`src/rtl/regbank_arbiter_if.sv`:
```
// regbank_arbiter_if: requester-side and bank-side signals of regbank_arbiter; req_lock exists only with REGBANK_ARB_LOCK_EN
interface regbank_arbiter_if #(
    parameter int NREQ  = 4,
    parameter int NBits = 16,
    parameter int NREGS = 4,
    parameter int SELW  = (NREGS > 1) ? $clog2(NREGS) : 1
);
    logic [NREQ-1:0]       req;
    logic [2*NREQ-1:0]     req_funsel;
    logic [SELW*NREQ-1:0]  req_sel;
    logic [NBits*NREQ-1:0] req_data;
`ifdef REGBANK_ARB_LOCK_EN
    logic [NREQ-1:0]       req_lock;
`endif
    logic [NREQ-1:0]       ack;
    logic [1:0]            reg_funsel;
    logic [NREGS-1:0]      reg_e;
    logic [NBits-1:0]      reg_i;
`ifdef REGBANK_ARB_LOCK_EN
    modport master (output req, req_funsel, req_sel, req_data, req_lock, input ack, reg_funsel, reg_e, reg_i);
    modport slave (input req, req_funsel, req_sel, req_data, req_lock, output ack, reg_funsel, reg_e, reg_i);
`else
    modport master (output req, req_funsel, req_sel, req_data, input ack, reg_funsel, reg_e, reg_i);
    modport slave (input req, req_funsel, req_sel, req_data, output ack, reg_funsel, reg_e, reg_i);
`endif
endinterface

```
`src/rtl/regbank_arbiter.sv`:
```
// regbank_arbiter: round-robin issue of requester ops to a funsel/enable register bank; REGBANK_ARB_LOCK_EN adds per-requester locking
module regbank_arbiter #(
    parameter int NREQ  = 4,
    parameter int NBits = 16,
    parameter int NREGS = 4,
    parameter int SELW  = (NREGS > 1) ? $clog2(NREGS) : 1
) (
    input logic clk,
    input logic rst,
    regbank_arbiter_if.slave bus
);
    localparam int PW = $clog2(NREQ);
    logic [NREQ-1:0]  ack_q, ack_d;
    logic [1:0]       funsel_q, funsel_d;
    logic [NREGS-1:0] e_q, e_d;
    logic [NBits-1:0] i_q, i_d;
    logic [PW-1:0]    ptr_q, ptr_d;
    logic [NREQ-1:0]  elig;
    logic             found;
    logic [PW-1:0]    win, idx;
    logic [1:0]       fs_w;
    logic [SELW-1:0]  sel_w;
`ifdef REGBANK_ARB_LOCK_EN
    logic             lock_q, lock_d, hold;
    logic [PW-1:0]    own_q, own_d;
`endif
    always_comb begin
        elig = bus.req & ~ack_q;
`ifdef REGBANK_ARB_LOCK_EN
        hold = lock_q & bus.req[own_q] & bus.req_lock[own_q];
        elig = hold ? elig & (NREQ'(1) << own_q) : elig;
`endif
        found = 1'b0;
        win = ptr_q;
        idx = '0;
        for (int k = 1; k <= NREQ; k++) begin
            idx = PW'((int'(ptr_q) + k) % NREQ);
            if (!found && elig[idx]) begin
                found = 1'b1;
                win = idx;
            end
        end
    end
    always_comb begin
        fs_w = bus.req_funsel[2*win +: 2];
        sel_w = bus.req_sel[SELW*win +: SELW];
        ack_d = found ? NREQ'(1) << win : '0;
        funsel_d = found ? fs_w : 2'b00;
        i_d = (found && fs_w == 2'b01) ? bus.req_data[NBits*win +: NBits] : '0;
        ptr_d = found ? win : ptr_q;
        e_d = '0;
        // Selects at or beyond NREGS match no bit, so the op is acked but discarded
        for (int j = 0; j < NREGS; j++) e_d[j] = found && (int'(sel_w) == j);
`ifdef REGBANK_ARB_LOCK_EN
        lock_d = hold | (found & bus.req_lock[win]);
        own_d = hold ? own_q : win;
`endif
    end
    always_ff @(posedge clk) begin
        if (rst) begin
            ack_q <= '0;
            funsel_q <= 2'b00;
            e_q <= '0;
            i_q <= '0;
            ptr_q <= PW'(NREQ - 1);
`ifdef REGBANK_ARB_LOCK_EN
            lock_q <= 1'b0;
            own_q <= '0;
`endif
        end else begin
            ack_q <= ack_d;
            funsel_q <= funsel_d;
            e_q <= e_d;
            i_q <= i_d;
            ptr_q <= ptr_d;
`ifdef REGBANK_ARB_LOCK_EN
            lock_q <= lock_d;
            own_q <= own_d;
`endif
        end
    end
    assign bus.ack = ack_q;
    assign bus.reg_funsel = funsel_q;
    assign bus.reg_e = e_q;
    assign bus.reg_i = i_q;
endmodule
```
`src/flat_wrapper.sv`:
```
// flat-port wrapper written by rule: the top's interface ports become plain ports
module regbank_arbiter_flat 
#(
    parameter int NREQ  = 4,
    parameter int NBits = 16,
    parameter int NREGS = 4,
    parameter int SELW  = (NREGS > 1) ? $clog2(NREGS) : 1
)
  (clk, rst, bus_req, bus_req_funsel, bus_req_sel, bus_req_data, bus_ack, bus_reg_funsel, bus_reg_e, bus_reg_i);
  regbank_arbiter_if #(.NREQ(NREQ), .NBits(NBits), .NREGS(NREGS), .SELW(SELW)) bus_i ();
  input logic clk;
  input logic rst;
  input wire logic [$bits(bus_i.req)-1:0] bus_req;
  input wire logic [$bits(bus_i.req_funsel)-1:0] bus_req_funsel;
  input wire logic [$bits(bus_i.req_sel)-1:0] bus_req_sel;
  input wire logic [$bits(bus_i.req_data)-1:0] bus_req_data;
  output wire logic [$bits(bus_i.ack)-1:0] bus_ack;
  output wire logic [$bits(bus_i.reg_funsel)-1:0] bus_reg_funsel;
  output wire logic [$bits(bus_i.reg_e)-1:0] bus_reg_e;
  output wire logic [$bits(bus_i.reg_i)-1:0] bus_reg_i;
  assign bus_i.req = bus_req;
  assign bus_i.req_funsel = bus_req_funsel;
  assign bus_i.req_sel = bus_req_sel;
  assign bus_i.req_data = bus_req_data;
  assign bus_ack = bus_i.ack;
  assign bus_reg_funsel = bus_i.reg_funsel;
  assign bus_reg_e = bus_i.reg_e;
  assign bus_reg_i = bus_i.reg_i;
  regbank_arbiter #(.NREQ(NREQ), .NBits(NBits), .NREGS(NREGS), .SELW(SELW)) u_core (.clk(clk), .rst(rst), .bus(bus_i));
endmodule
```
`config.mk`:
```
export PLATFORM = sky130hd
export DESIGN_NAME = regbank_arbiter_flat
export DESIGN_NICKNAME = d
export VERILOG_FILES = /design/src/rtl/regbank_arbiter_if.sv /design/src/rtl/regbank_arbiter.sv /design/src/flat_wrapper.sv
export SDC_FILE = /design/constraint.sdc
export NUM_CORES = 1
export LEC_CHECK = 0
export CAP_MARGIN = 5
export CORE_MARGIN = 4
export CORE_UTILIZATION = 60
export DETAILED_ROUTE_END_ITERATION = 10
export DONT_BUFFER_PORTS = 1
export MAX_ROUTING_LAYER = met4
export PLACE_DENSITY = 0.79
export SYNTH_ARGS = -nofsm -noshare
export SYNTH_HDL_FRONTEND = slang
export SYNTH_SLANG_ARGS = --single-unit
```
`constraint.sdc`:
```
create_clock -name clk -period 2.6 [get_ports clk]
set_input_delay 0.39 -clock clk [delete_from_list [all_inputs] [get_ports clk]]
set_output_delay 0.39 -clock clk [all_outputs]
set_load 0.005 [all_outputs]
```
Word level (Yosys, flattened, before mapping)
Cells that the tools add are included.
Storage, ports and cells
  flip-flop bits (word level): 28
  bits of input ports: 86
  word-level logic and storage cells: 55
Operators by class
  add/subtract/negate cells: 4
  $lt $le $gt $ge: 4
  eq/ne operators: 4
  shift operators: 4
  mux-type cells: 16
  bitwise gates (word level): 4
  reduce and logical (&&, ||, !) cells: 14
Operator list (number)
  $shiftx 64x7->16: 1
  $shiftx 8x4->2: 2
  $lt 2x3->1 const B: 4
  $bmux 1 s2: 4
  $logic_and 1x1->1: 8
  $mux 1: 8
  $mux 2: 4
  $add 2x1->2 const B: 2
  $add 2x2->2 const B: 2
  $and 4x4->4: 1
  $eq 2x1->1 const B: 2
  $eq 2x2->1 const B: 2
  $not 4->4: 1
  $reduce_or 2->1: 2
  $shl 1x2->4 const A: 1
  $logic_not 1->1: 3
  $logic_not 2->1: 1
  $not 1->1: 2

Depth between registers and ports, before layout
  depth in word-level cells: 19
  depth in mapped cells: 8

Worst setup path before layout
Ideal clock, no wire load.
  path kind: input to register
  start: in bus_req[0]
  end: reg u_core.i_q[0] (netlist: u_core.bus.reg_i[0])
  arrival time: 1.954 ns
  data required time: 2.500 ns
  slack: 0.546 ns
  stages on the path: 8
  buffers on the path: 2
  cells stage by stage: nor2b_2 -> o22ai_1 -> a21o_2 -> buf_6 -> or2_4 -> o22a_4 -> buf_6 -> a2111oi_4
On the way
  word-level cells in the longest chain between the ends: 18
Ends and longest elaborated chain
  start: declaration: line flat_wrapper.sv:13  | input wire logic [$bits(bus_i.req)-1:0] bus_req;
  $and 4x4->4 *: line regbank_arbiter.sv:28  | elig = bus.req & ~ack_q;
  $bmux 1 s2: line regbank_arbiter.sv:38  | if (!found && elig[idx]) begin
  $mux 1 (implied by the code): line regbank_arbiter.sv:38
  $mux 1: line regbank_arbiter.sv:38
  $logic_not 1->1: line regbank_arbiter.sv:38
  $logic_and 1x1->1: line regbank_arbiter.sv:38
  $mux 1: line regbank_arbiter.sv:38
  $logic_not 1->1: line regbank_arbiter.sv:38
  [... 2 more ...]
  $logic_not 1->1: line regbank_arbiter.sv:38
  $logic_and 1x1->1: line regbank_arbiter.sv:38
  $mux 2: line regbank_arbiter.sv:38
  $shiftx 8x4->2: line regbank_arbiter.sv:45  | fs_w = bus.req_funsel[2*win +: 2];
  $eq 2x1->1: line regbank_arbiter.sv:49  | i_d = (found && fs_w == 2'b01) ? bus.req_data[NBits*win +: NBits] : '0;
  $logic_and 1x1->1: line regbank_arbiter.sv:49
  $not 1->1 (no line)
  $reduce_or 2->1 (no line)
  end signal: assignment: line regbank_arbiter.sv:74  | i_q <= i_d;
  end: declaration: line regbank_arbiter.sv:16  | logic [NBits-1:0] i_q, i_d;
Every way passes the cells marked *; elsewhere a longest branch is shown, timed or not. The select of a mux whose other input is x is not followed.
A chain may end at the register's enable or synchronous reset.

Worst setup path in the final report
  start: reg u_core.ack_q[3] (netlist: u_core.bus.ack[3])
  end: reg u_core.i_q[10] (netlist: u_core.bus.reg_i[10])
On the way
  word-level cells in the longest chain between the ends: 19
Ends and longest elaborated chain
  start: declaration: line regbank_arbiter.sv:13  | logic [NREQ-1:0] ack_q, ack_d;
  start signal: assignment: line regbank_arbiter.sv:71  | ack_q <= ack_d;
  $not 4->4 *: line regbank_arbiter.sv:28
  $and 4x4->4 *: line regbank_arbiter.sv:28
  $bmux 1 s2: line regbank_arbiter.sv:38
  $mux 1 (implied by the code): line regbank_arbiter.sv:38
  $mux 1: line regbank_arbiter.sv:38
  $logic_not 1->1: line regbank_arbiter.sv:38
  $logic_and 1x1->1: line regbank_arbiter.sv:38
  $mux 1: line regbank_arbiter.sv:38
  [... 3 more ...]
  $logic_not 1->1: line regbank_arbiter.sv:38
  $logic_and 1x1->1: line regbank_arbiter.sv:38
  $mux 2: line regbank_arbiter.sv:38
  $shiftx 8x4->2: line regbank_arbiter.sv:45
  $eq 2x1->1: line regbank_arbiter.sv:49
  $logic_and 1x1->1: line regbank_arbiter.sv:49
  $not 1->1 (no line)
  $reduce_or 2->1 (no line)
Marks and branches as above.

==> run_results.csv <==
group,metric,value,unit
status,status,"complete, no violations",
routing,antenna_left,0,
floorplan,die_w,61.2,µm
sta,rsz0062_at_grt,"false",
sta,slew_headroom,0.335,
pwr,power_density,826,mW/mm²
floorplan,fp.dieH,61.2,µm
layout,syn_to_final_growth,2.43,%
setup_path,ff2ff_setup_slack,0.37,ns
cts,numCtsBuffers,3,
layout,n_antenna_cell,0,
hold_path,hold_class,"input port to flip-flop",
global_routing,grt.busiest_layer,"met2",
global_routing,grt_usage,0.193,
cts,clk_pin_slew,0.15,ns
global_routing,globalRouteMet2Util,0.346,
sta,hold_viol,0,
global_routing,grt_pass1_wl,5160,µm
cts,clk_latency,0.34,ns
placement,routabilityCongestion,0.711,
synth,ys_seq_area_frac,0.330,
cts,ctsHoldBuffers,0,
synth,syn_area,0.00170,mm²
cts,cts_tree,"built",
layout,nFillCells,221,
synth,ys.warnings.count,0,
setup_path,crit_type,"flip-flop to flip-flop",
pwr,vdd_drop_max,0.000615,V
placement,dpl_cell_area,0.00170,mm²
pwr,p_leak,0.000621,µW
layout,drive_above_1_share,0.301,
synth,synth_edf_count,0,
routing,wl_per_cell,20.8,µm
synth,yosys.cell_types.count,30,
synth,synthArstFlopShare,0,
synth,syn_avg_cell_area,11.7,µm²
global_routing,grt_max_degree,20,
placement,numPortBuffers,0,
sta,finalSetupTns,0,ns
routing,vias_per_cell,6.37,
global_routing,use_met1,0.204,
placement,dp_hpwl,2850,µm
sta,worst_pin_slew,0.976,ns
layout,final_util,0.636,
routing,via_count,1108,
sta,finalCriticalPeriod,2.23,ns
setup_path,crit_path_end_kind,"flip-flop",
routing,drc,0,
routing,wl,3610,µm
sta,finalMaxSlewViolations,0,
global_routing,use_met3,0.0419,
cts,clockBufferDepth,2,
setup_path,cp_data_arrival_time,2.40,ns
floorplan,num_io_pins,112,
setup_path,worstSetupStartpointType,"flip-flop",
floorplan,fp.coreArea,0.00273,mm²
global_routing,first_global_vias,1104,
routing,drt_iter0_markers,48,
pwr,total_power,1430,µW
setup_path,required,2.77,ns
synth,syn_nets,231,
flow_run,maxCapViolCount,0,
floorplan,start_util,0.621,
synth,synth_ff_type,"dfxtp_1",
global_routing,grt-ovfl-total,0,
cts,htreeDepth,1,
synth,synth_seq_cells,28,
sta,fin_crit_sh,0.857,
setup_path,critPathMaxFanout,17,
cts,postCtsSetupBuffers,0,
sta,setup_viol,0,
layout,fin_nets,230,
global_routing,antenna_found_initial,0,
floorplan,num_rows,19,
sta,fmax,449,MHz
floorplan,die_area,0.00374,mm²
cts,cts_sinks,28,
routing,drtPass1Iterations,4,
layout,final_design_area_no_fill,0.00174,mm²
cts,ctsResizeCount,0,
synth,synthCells,145,
cts,root_buffer,"clkbuf_4",
sta,finClkSkew,0.0134,ns
worst max-delay path: stages (launching register included):
cell and delay [ns]:
dfxtp_1 0.36, nand2b_1 0.18, a221oi_1 0.32, a21o_2 0.21
mux2i_1 0.12, mux2i_4 0.77, a2111oi_1 0.10
area by class of cell:
| type | count | area, µm² | area share |
|---|---|---|---|
| clock buffers | 4 | 36.3 | 0.0209 |
| inverters | 3 | 11.3 | 0.00648 |
| multi-input cells | 104 | 1060 | 0.611 |
| flip-flops and latches | 28 | 561 | 0.323 |
| well taps | 31 | 38.8 | 0.0223 |
| repair buffers | 4 | 30.0 | 0.0173 |
per-layer routing:
metal,part of all wire,vias to the layer above
met5,0,-
met4,0.0091,0
met3,0.086,4
met2,0.55,54
met1,0.36,517
li1,-,533
flip-flops by register name (all words and copies together), names as in the netlist:
register,flops
u_core.bus.reg_i,16
u_core.bus.reg_e,4
u_core.bus.reg_funsel,2
u_core.bus.ack,4
u_core.ptr_q,2
kinds of logic (layout without fill, tap and decap cells):
| logic type | Yosys count | count (layout) | share of synthesized area |
|---|---|---|---|
| DFF | 28 | 28 | 0.330 |
| buffers and inverters | 13 | 11 | 0.0494 |
| and+or+nand+nor | 37 | 37 | 0.114 |
| AOI/OAI and AO/OA | 24 | 24 | 0.234 |
| muxes | 43 | 43 | 0.273 |
cell usage after synthesis, types with 2 or more instances:
library cell | n | area share
nand2_1 | 2 | 0.0044
nor3b_1 | 2 | 0.0088
nor2_1 | 20 | 0.044
buf_6 | 3 | 0.020
clkbuf_1 | 3 | 0.0066
mux2i_1 | 26 | 0.15
dfxtp_1 | 28 | 0.33
a2111oi_4 | 9 | 0.15
nor2b_1 | 3 | 0.011
or2_2 | 2 | 0.0074
a2111oi_1 | 7 | 0.041
nand2b_1 | 3 | 0.011
mux2_2 | 16 | 0.11
inv_1 | 3 | 0.0066
buf_4 | 3 | 0.013
path summary, 6_finish.rpt:
kind	depth (start not counted)	startpoint	to
worst max register to register	6	u_core.bus.ack[3]	u_core.bus.reg_i[10]
worst min register to register	4	u_core.ptr_q[0]	u_core.bus.ack[0]
worst min-delay path	1	rst	u_core.ptr_q[1]
worst max-delay path	6	u_core.bus.ack[3]	u_core.bus.reg_i[10]
stage by stage:
stage,hold slack (ns),instances,setup WS [ns]
after detailed placement,0.500,170,0.353
final,0.144,174,0.372
after global routing,0.124,174,0.233
after floorplan,0.497,145,0.546
after CTS,0.138,174,0.345
after global placement,0.497,170,0.424
cell usage in the layout, fill, tap and decap left out, drive strengths merged:
cell type,Yosys,final
o22ai,1,1
clkbuf,3,4
a31o,1,1
mux2i,27,27
inv,3,3
dfxtp,28,28
nand2,2,2
o211ai,1,1
mux2,16,16
o22a,1,1
a221oi,1,1
a2111oi,16,16
o2111ai,1,1
and3b,1,1
nand2b,3,3
nor2,20,20
a21o,1,1
buf,7,4
or2,3,3
a22oi,1,1
nor3,1,1
nor3b,2,2
nor2b,5,5
report_power, final:
group	switching (µW)	leakage (µW)	internal, µW	total, µW
clock	128	0.0000210	85.9	214
sequential	49.5	0.000229	502	552
combinational	384	0.000371	286	669
No activity file was read; power rests on OpenSTA's default activity.
